$ cat config.mk
export PLATFORM = sky130hd
export DESIGN_NAME = counter_ctrl_unit
export DESIGN_NICKNAME = d
export VERILOG_FILES = /design/src/rtl/counter_ctrl_pkg.sv /design/src/rtl/counter_ctrl_unit_btn_edge_detector.sv /design/src/rtl/counter_ctrl_unit.sv
export SDC_FILE = /design/constraint.sdc
export NUM_CORES = 1
export LEC_CHECK = 0
export BUFFER_PORTS_ARGS = -buffer_cell sky130_fd_sc_hd__buf_2
export CORE_AREA = 2 2 69 71
export CTS_BUF_LIST = sky130_fd_sc_hd__clkbuf_2 sky130_fd_sc_hd__clkbuf_4 sky130_fd_sc_hd__clkbuf_8
export DETAILED_ROUTE_END_ITERATION = 8
export DIE_AREA = 0 0 71 73
export GPL_TIMING_DRIVEN = 0
export PLACE_DENSITY = 0.86
export RECOVER_POWER = 25
export SLEW_MARGIN = 0
export SYNTH_ARGS = -nofsm -noshare
export SYNTH_HDL_FRONTEND = slang
export SYNTH_SLANG_ARGS = --single-unit
$ cat constraint.sdc
create_clock -name clk -period 3.7 [get_ports clk]
set_input_delay 0.37 -clock clk [delete_from_list [all_inputs] [get_ports clk]]
set_output_delay 0.37 -clock clk [all_outputs]
set_load 0.05 [all_outputs]
$ cat src/rtl/counter_ctrl_pkg.sv
// counter_ctrl_pkg: shared types and constants for the FND up-counter control unit.
//   - state_e : STOP/RUN/CLEAR encoding (also the o_state encoding)
//   - COUNT_W : count width (fixed at 14 bits, max 16383)
//   - count_inc : wrap-around increment helper
package counter_ctrl_pkg;

    localparam int unsigned COUNT_W = 14;
    localparam int unsigned STATE_W = 2;

    typedef enum logic [STATE_W-1:0] {
        ST_STOP  = 2'd0,
        ST_RUN   = 2'd1,
        ST_CLEAR = 2'd2
    } state_e;

    // Increment with wrap to zero; any value at or above max wraps, so the count never exceeds max.
    function automatic logic [COUNT_W-1:0] count_inc(
        input logic [COUNT_W-1:0] cur,
        input logic [COUNT_W-1:0] max
    );
        return (cur >= max) ? '0 : cur + COUNT_W'(1);
    endfunction

endpackage

$ cat src/rtl/counter_ctrl_unit_btn_edge_detector.sv
// btn_edge_detector: turns a raw asynchronous push-button into a one-cycle press pulse.
//   2-FF synchronizer -> (optional debounce) -> rising-edge detector.
//   Optional debounce is enabled by defining BTN_DEBOUNCE_EN: the synchronized level is
//   accepted only after DB_CYCLES consecutive identical samples.
// Ports:
//   clk      in  system clock
//   reset    in  asynchronous active-low reset
//   i_btn    in  raw button, active-high, asynchronous to clk
//   o_pulse  out one-cycle registered press pulse
module btn_edge_detector #(
    parameter int unsigned DB_CYCLES = 1_000_000
) (
    input  logic clk,
    input  logic reset,
    input  logic i_btn,
    output logic o_pulse
);

    // Zero stable samples would never accept a level.
    if (DB_CYCLES == 0) begin : g_bad_db_cycles
        $error("btn_edge_detector: DB_CYCLES must be at least 1");
    end

    logic [1:0] r_sync;
    logic       r_prev;
    logic       r_pulse;
    logic       w_level;

    // Two-stage synchronizer for the asynchronous button.
    always_ff @(posedge clk or negedge reset) begin
        if (!reset) begin
            r_sync <= 2'b00;
        end else begin
            r_sync <= {r_sync[0], i_btn};
        end
    end

`ifdef BTN_DEBOUNCE_EN
    localparam int unsigned DB_W = (DB_CYCLES > 1) ? $clog2(DB_CYCLES) : 1;
    localparam logic [DB_W-1:0] DB_LAST = DB_W'(DB_CYCLES - 1);

    logic            r_db_level;
    logic [DB_W-1:0] r_db_cnt;

    // Count consecutive samples that differ from the accepted level; accept on the DB_CYCLES-th.
    always_ff @(posedge clk or negedge reset) begin
        if (!reset) begin
            r_db_level <= 1'b0;
            r_db_cnt   <= '0;
        end else if (r_sync[1] == r_db_level) begin
            r_db_cnt <= '0;
        end else if (r_db_cnt == DB_LAST) begin
            r_db_level <= r_sync[1];
            r_db_cnt   <= '0;
        end else begin
            r_db_cnt <= r_db_cnt + DB_W'(1);
        end
    end

    assign w_level = r_db_level;
`else
    assign w_level = r_sync[1];
`endif

    // Rising-edge detect: one pulse per press however long the button is held.
    always_ff @(posedge clk or negedge reset) begin
        if (!reset) begin
            r_prev  <= 1'b0;
            r_pulse <= 1'b0;
        end else begin
            r_prev  <= w_level;
            r_pulse <= w_level & ~r_prev;
        end
    end

    assign o_pulse = r_pulse;

endmodule

$ cat src/rtl/counter_ctrl_unit.sv
// counter_ctrl_unit: run/stop/clear control for the 4-digit FND up-counter.
//   Buttons -> press pulses -> STOP/RUN/CLEAR FSM; tick divider and 0..COUNT_MAX counter.
//   Optional button debounce: define BTN_DEBOUNCE_EN (uses DB_CYCLES).
// Ports:
//   clk          in   system clock
//   reset        in   asynchronous active-low reset
//   i_btn_run    in   raw run/stop button, active-high
//   i_btn_clear  in   raw clear button, active-high
//   o_count      out  current count, binary, 0..COUNT_MAX
//   o_run        out  high while in RUN
//   o_tick       out  one-cycle pulse with each newly incremented count
//   o_state      out  STOP=0, RUN=1, CLEAR=2
module counter_ctrl_unit
    import counter_ctrl_pkg::*;
#(
    parameter int unsigned CLK_HZ    = 100_000_000,
    parameter int unsigned TICK_HZ   = 10,
    parameter int unsigned COUNT_MAX = 9999,
    parameter int unsigned DB_CYCLES = 1_000_000
) (
    input  logic               clk,
    input  logic               reset,
    input  logic               i_btn_run,
    input  logic               i_btn_clear,
    output logic [COUNT_W-1:0] o_count,
    output logic               o_run,
    output logic               o_tick,
    output logic [STATE_W-1:0] o_state
);

    localparam int unsigned TICK_DIV = CLK_HZ / TICK_HZ;
    localparam int unsigned DIV_W    = (TICK_DIV > 2) ? $clog2(TICK_DIV) : 1;
    localparam logic [DIV_W-1:0]   DIV_LAST = DIV_W'(TICK_DIV - 1);
    localparam logic [COUNT_W-1:0] CNT_MAX  = COUNT_W'(COUNT_MAX);

    if (TICK_DIV < 2 || COUNT_MAX > 16383) begin : g_bad_cfg
        $error("counter_ctrl_unit: need CLK_HZ/TICK_HZ >= 2 and COUNT_MAX <= 16383");
    end

    logic w_run_p;
    logic w_clear_p;

    state_e             r_state;
    state_e             w_state_nxt;
    logic               r_run;
    logic               r_tick;
    logic [DIV_W-1:0]   r_div;
    logic [COUNT_W-1:0] r_count;

    btn_edge_detector #(
        .DB_CYCLES (DB_CYCLES)
    ) u_btn_run (
        .clk     (clk),
        .reset   (reset),
        .i_btn   (i_btn_run),
        .o_pulse (w_run_p)
    );

    btn_edge_detector #(
        .DB_CYCLES (DB_CYCLES)
    ) u_btn_clear (
        .clk     (clk),
        .reset   (reset),
        .i_btn   (i_btn_clear),
        .o_pulse (w_clear_p)
    );

    // State register.
    always_ff @(posedge clk or negedge reset) begin
        if (!reset) begin
            r_state <= ST_STOP;
        end else begin
            r_state <= w_state_nxt;
        end
    end

    // Next state: clear beats run in STOP, clear is ignored in RUN, CLEAR is a single cycle.
    always_comb begin
        w_state_nxt = r_state;
        case (r_state)
            ST_STOP: begin
                if (w_clear_p) begin
                    w_state_nxt = ST_CLEAR;
                end else if (w_run_p) begin
                    w_state_nxt = ST_RUN;
                end
            end
            ST_RUN: begin
                if (w_run_p) begin
                    w_state_nxt = ST_STOP;
                end
            end
            ST_CLEAR: begin
                w_state_nxt = ST_STOP;
            end
            default: begin
                w_state_nxt = ST_STOP;
            end
        endcase
    end

    // Registered run flag tracks the state register.
    always_ff @(posedge clk or negedge reset) begin
        if (!reset) begin
            r_run <= 1'b0;
        end else begin
            r_run <= (w_state_nxt == ST_RUN);
        end
    end

    // Divider and counter act on the current state, so a stop press on a wrap cycle still counts.
    // The divider holds in STOP so a resume keeps its phase.
    always_ff @(posedge clk or negedge reset) begin
        if (!reset) begin
            r_div   <= '0;
            r_count <= '0;
            r_tick  <= 1'b0;
        end else begin
            r_tick <= 1'b0;
            case (r_state)
                ST_RUN: begin
                    if (r_div == DIV_LAST) begin
                        r_div   <= '0;
                        r_count <= count_inc(r_count, CNT_MAX);
                        r_tick  <= 1'b1;
                    end else begin
                        r_div <= r_div + DIV_W'(1);
                    end
                end
                ST_CLEAR: begin
                    r_div   <= '0;
                    r_count <= '0;
                end
                default: begin
                end
            endcase
        end
    end

    assign o_count = r_count;
    assign o_run   = r_run;
    assign o_tick  = r_tick;
    assign o_state = r_state;

endmodule
# --- Word-level counts from Yosys, hierarchy flattened ---
# Index checks and enable logic that the tools add are counted.
# W data, S select, Z words.
classes:
  n_lt_le_gt_ge: 1
  bitwise_logic: 4
  muxes: 11
  n_eq_ne: 5
  n_addsub: 2
  n_reduce_logical: 3
op_table:
  columns: ["cell", "count"]
  rows:
  - ["$pmux W24 S2", 1]
  - ["$mux W14", 2]
  - ["$pmux W14 S2", 1]
  - ["$add A24 B1 Y24 const B", 1]
  - ["$eq A24 B24 Y1 const B", 1]
  - ["$mux W24", 1]
  - ["$add A14 B1 Y14 const B", 1]
  - ["$ge A14 B14 Y1 const B", 1]
  - ["$mux W2", 3]
  - ["$eq A2 B1 Y1 const B", 2]
  - ["$pmux W2 S2", 1]
  - ["$and A1 B1 Y1", 2]
  - ["$eq A2 B2 Y1 const B", 1]
  - ["$logic_not A2 Y1", 1]
  - ["$mux W1", 2]
  - ["$ne A2 B2 Y1 const B", 1]
  - ["$not A1 Y1", 2]
  - ["$reduce_and A2 Y1", 1]
  - ["$reduce_bool A2 Y1", 1]
word_totals:
  register_bits: 50
  out_inout_bits: 18
  wordCells: 37
  input_bits: 4

# --- Longest topological paths before layout ---
logic_depth:
  depth_word: 4
  ltp_mapped: 8
  ltp_nobuf: 7

# --- Modules after synthesis ---
# A second synthesis with hierarchy kept.
hier_totals:
  cells_unflattened: 264
  hier_area_um2: 2538.7
modules_own_cells:
  columns: ["mod", "cells_per_inst", "seq_area_each_um2", "area_per_inst_um2", "n_inst"]
  rows:
  - ["counter_ctrl_unit", 254, 1051.0, 2311.0, 1]
  - ["btn_edge_detector", 5, 100.1, 113.9, 2]

# --- Worst setup path before layout ---
# OpenSTA, ideal clock, no wires.
synth_path:
  path_type: "register -> register"
  start: "register r_state[0] (netlist: o_state[0])"
  end: "register r_count[12] (netlist: o_count[12])"
  path_stages_with_launch: 8
  setup_slack_ns: 1.008
  n_path_buf: 1
  arrival_ns: 2.622
  period_less_slack_ns: 2.692
  setup_time_ns: 0.070
  required_time_ns: 3.630
  cell_sequence: "dfrtp_1 > ha_1 > inv_1 > or4_1 > or4_4 > buf_6 > or4_1 > nand3_1"
synth_between:
  elab_chain_cells: 3
  word_cells_on_any_way: 6
  classes_between: "eq/ne (3); mux (1); reduce/logical (2)"
synth_lines:
  columns: ["element", "line", "text"]
  rows:
  - ["from (decl)", "counter_ctrl_unit.sv:43", "state_e r_state;"]
  - ["from (signal assigned)", "counter_ctrl_unit.sv:73", "r_state <= w_state_nxt;"]
  - ["$eq A2 B1 Y1 / $eq A2 B2 Y1 (equally long branches)", "counter_ctrl_unit.sv:120", "case (r_state)"]
  - ["$ne A2 B2 Y1 (no line) / $reduce_bool A2 Y1 (equally long branches)", null, null]
  - ["$reduce_and A2 Y1 (no line)", null, null]
  - ["to (signal assigned)", "counter_ctrl_unit.sv:124", "r_count <= count_inc(r_count, CNT_MAX);"]
  - ["to (decl)", "counter_ctrl_unit.sv:48", "logic [COUNT_W-1:0] r_count;"]
# Several ways; a longest one is shown, not always the timed one.
# A chain may end at the register's enable or synchronous reset.

# --- Worst setup path after layout ---
layout_path:
  start: "register r_div[0]"
  end: "register r_div[22]"
layout_between:
  elab_chain_cells: 3
  word_cells_on_any_way: 4
  classes_between: "add/sub (1); eq/ne (1); mux (2)"
layout_lines:
  columns: ["element", "line", "text"]
  rows:
  - ["from (decl)", "counter_ctrl_unit.sv:47", "logic [DIV_W-1:0] r_div;"]
  - ["from (signal assigned)", "counter_ctrl_unit.sv:127", "r_div <= r_div + DIV_W'(1);"]
  - ["$add A24 B1 Y24 / $eq A24 B24 Y1 (equally long branches)", "counter_ctrl_unit.sv:127, counter_ctrl_unit.sv:122", null]
  - ["$mux W24 *", "counter_ctrl_unit.sv:122", "if (r_div == DIV_LAST) begin"]
  - ["$pmux W24 S2 *", "counter_ctrl_unit.sv:120", null]
# Mark *: on every way between the ends. The rest lies on a longest branch, timed or not.

==> impl_metrics.tcl <==
set metrics [dict create \
    run_status "finished with violations" \
    failed_checks "max-capacitance violations, max-slew violations" \
    synthMuxAreaShare_pct 0 \
    multi_input_area_um2 1150 \
    power.switching_fraction_pct 37.6 \
    yosys_register_bits 50 \
    crit_path_top_delay_cell "o31ai_1" \
    adder_cell_share_of_the_synthesized_area_pct 2.52 \
    largest_net_degree_at_the_start_of_global_routing 51 \
    hpwlAfterDp_mm 3.52 \
    setup-tns-final_ns 0 \
    edff_count_synth 0 \
    power_switching_mw 0.531 \
    relSlewSlack_pct -73.0 \
    crit_path_max_fanout 10 \
    vias 2067 \
    period_share_pct 81.9 \
    cts-root-buf "clkbuf_8" \
    via_count_of_the_first_global_routing_pass 1902 \
    worstSetupPathType "reg -> reg" \
    synthXorXnorAreaFrac_pct 5.64 \
    clock_net_sink_count 50 \
    cp.arrival_ns 3.21 \
    grt_pass1_wl_mm 8.80 \
    leakage_nw 1.30 \
    grt_remaining_overflow 0 \
    hold_class "in -> reg" \
    yosys.area.top_type_share_pct 50.4 \
    postSynthAreaPerCell_um2 9.48 \
    hold_slack_ns 0.173 \
    internal_power_mw 0.880 \
    clk_pin_slew_ns 0.09 \
    finalSetupViolations 0 \
    syn-instance-count 262 \
    port_buffers 21 \
    drt_drc_violations_left 0 \
    synth_top_family_by_area "simple AND/OR/NAND/NOR gates" \
    grt_use_total_pct 21.6 \
    synth_common_cells "dfrtp_1 (50), nor2_1 (28), nand2_1 (19), o21ai_0 (18), nand3_1 (17)" \
    report.power.total_mw 1.41 \
    die-area_um2 5180 \
    num-nets-final 299 \
    ant_cells 0 \
    cts_hold_buffers 0 \
    drt_iter0_markers 127 \
    boundaryPins 22 \
    post_cts_resize_count 0 \
    synth_top_flop_cell "dfrtp_1" \
    number_of_violations_of_the_max_capacitance_limit 1 \
    core_area_um2 4540 \
    fmax_mhz 330 \
    report.final.hold_viol_count 0 \
    firstDrtPassIters 4 \
    timing.final.max_slew_violations 51 \
    clk_latency_ns 0.30 \
    layout.filler_cells 369 \
    routedWlPerCell_um 14.6 \
    clock_period_minus_worst_slack_ns 3.03 \
    initial_utilization_pct 54.8 \
    numCtsBuffers 5 \
    final.setup.worst_slack_ns 0.671 \
    synth_area_leaders "dfrtp_1 (50%), nor2_1 (4.2%), xor2_1 (4.2%)" \
    synth-simple-area-share_pct 26.8 \
    place_ws_ns 0.675 \
    ratio_of_cells_with_drive_above_1_in_the_final_layout_pct 12.0 \
    pwr-share-comb_pct 30.7 \
    synthMostInstantiatedCell "dfrtp_1" \
    synth.yosys.warnings 0 \
    synth_sequential_area_ratio_pct 50.4 \
    vdd.ir_drop.worst_v 0.000307 \
    syn-cell-area_um2 2480 \
    setup_repair_after_global_routing_missed_its_margin "false" \
    path_cells "ha_1 > and4_1 > nand4_1 > o31ai_1 > and2_1 > clkbuf_1 > clkbuf_1 > nor2_1" \
    core.rowCount 25 \
    clock_path_buffers 2 \
    power.clock.fraction_pct 23.4 \
    synthArstFlopShare_pct 100 \
    worst_margin_pin_slew_ns 2.60 \
    synthesis.nets 271 \
    die_x_um 71 \
    fp.dieH_um 73 \
    register_area_um2 1250 \
    cp.required_ns 3.88 \
    htreeDepth 2 \
    yosysUniqueCellTypes 39 \
    detail-route-antenna-nets 0 \
    cts_post_setup_buffers_inserted 0 \
    critPathMostFrequentCell "clkbuf_1" \
    synthDominantAreaCellType "dfrtp_1" \
    routed_wirelength_mm 5.02 \
    antenna_found_initial 0 \
    syn2layout_area_growth_pct 10.7 \
    power.density_cell_area_nw_per_um2 513 \
    final_util_pct 60.7 \
    weighted_congestion_reported_at_the_end_of_routability_driven_placement 0.892 \
    detail_route.vias_per_cell 5.99 \
    synth_compound_gate_area_share_pct 11.3 \
    cts_tree "built" \
    skew_ns 0.00934 \
    setup.worst_path.end_class "register" \
    cp-start-kind "register" \
    slowest_delay_ns 0.79 \
    seqPwrFrac_pct 45.9 \
]
power by group through the flow:
stage / Clock [mW] / Combinational (mW) / Sequential [mW]
after floorplan: 0 / 0.271 / 0.700
after global placement: 0 / 0.421 / 0.654
after detailed placement: 0 / 0.433 / 0.658
after CTS: 0.339 / 0.434 / 0.647
after global routing: 0.360 / 0.489 / 0.655
final: 0.330 / 0.433 / 0.648
flip-flops by register name, summed over array words and instances (netlist names):
| signal | count |
|---|---|
| u_btn_clear.r_prev | 1 |
| u_btn_run.o_pulse | 1 |
| o_run | 1 |
| o_tick | 1 |
| u_btn_run.r_prev | 1 |
| u_btn_run.r_sync | 2 |
| r_div | 24 |
| o_state | 2 |
| o_count | 14 |
| u_btn_clear.r_sync | 2 |
| u_btn_clear.o_pulse | 1 |
per-stage QoR:
step,cell area [um2],std cells
after floorplan,2480,262
after global routing,2750,345
final,2750,345
after detailed placement,2660,337
after CTS,2750,345
after global placement,2660,337
worst max-delay path: cells and delay by family, from the launching register on:
| kind | cells | cell delay, ns |
|---|---|---|
| flops | 1 | 0.41 |
| compound gates | 1 | 0.79 |
| buf+inv | 2 | 0.65 |
| fa+ha+maj | 1 | 0.26 |
| simple gates | 4 | 0.80 |
cells by family (layout without fill, tap and decap cells):
group,Yosys count,count (layout)
AND/OR/NAND/NOR,125,125
adder cells (fa/ha/maj),5,5
AO/OA/AOI/OAI,46,46
XOR/XNOR,16,16
flip-flops,50,50
buffers and inverters,20,49
layer usage:
| metal | vias up | track usage, % | routed length (um) |
|---|---|---|---|
| met1 | 1013 | 29.0 | 2240 |
| met4 | 0 | 9.01 | 76 |
| met5 | - | 0 | 0 |
| met3 | 8 | 3.87 | 255 |
| li1 | 988 | - | - |
| met2 | 58 | 35.1 | 2450 |
layout by cell type, fill, tap and decap left out, drive strengths merged, types with 2 or more instances in the layout:
| cell type | count |
|---|---|
| inv | 14 |
| nor3b | 3 |
| nand2 | 19 |
| and3 | 11 |
| o31ai | 5 |
| nor2b | 3 |
| nor3 | 6 |
| or4 | 6 |
| or3 | 3 |
| nor2 | 28 |
| ha | 5 |
| clkbuf | 12 |
| o22ai | 4 |
| nor4 | 7 |
| or2 | 2 |
| a21o | 4 |
| o21ai | 18 |
| nand4 | 11 |
| nand3 | 17 |
| xnor2 | 4 |
| and2 | 2 |
| a21oi | 8 |
| buf | 21 |
| nand2b | 3 |
| xor2 | 12 |
| dfrtp | 50 |
path summary, 6_finish.rpt:
path / depth (start not counted) / from / slack (ns) / endpoint
worst max-delay path: 8 / r_div[0]$_DFFE_PN0P_ / 0.67 / r_div[22]$_DFFE_PN0P_
worst min-delay path: 1 / i_btn_run / 0.17 / u_btn_run.r_sync[0]$_DFF_PN0_
worst max register to register: 8 / r_div[0]$_DFFE_PN0P_ / 0.67 / r_div[22]$_DFFE_PN0P_
worst min register to register: 0 / u_btn_run.r_sync[0]$_DFF_PN0_ / 0.36 / u_btn_run.r_sync[1]$_DFF_PN0_
max in group asynchronous: 1 / reset / 1.36 / o_state[0]$_DFF_PN0_
min in group asynchronous: 1 / reset / 0.87 / o_count[4]$_DFFE_PN0P_
layout make-up:
class | count | area share, %
clock buffer | 6 | 3.00
sequential | 50 | 45.5
clock inverter | 2 | 0.455
buffer | 6 | 1.09
tap | 54 | 2.46
timing repair buffer | 21 | 3.77
multi-input combinational | 192 | 41.8
inverter | 14 | 1.91
No activity file was read; power rests on OpenSTA's default activity.
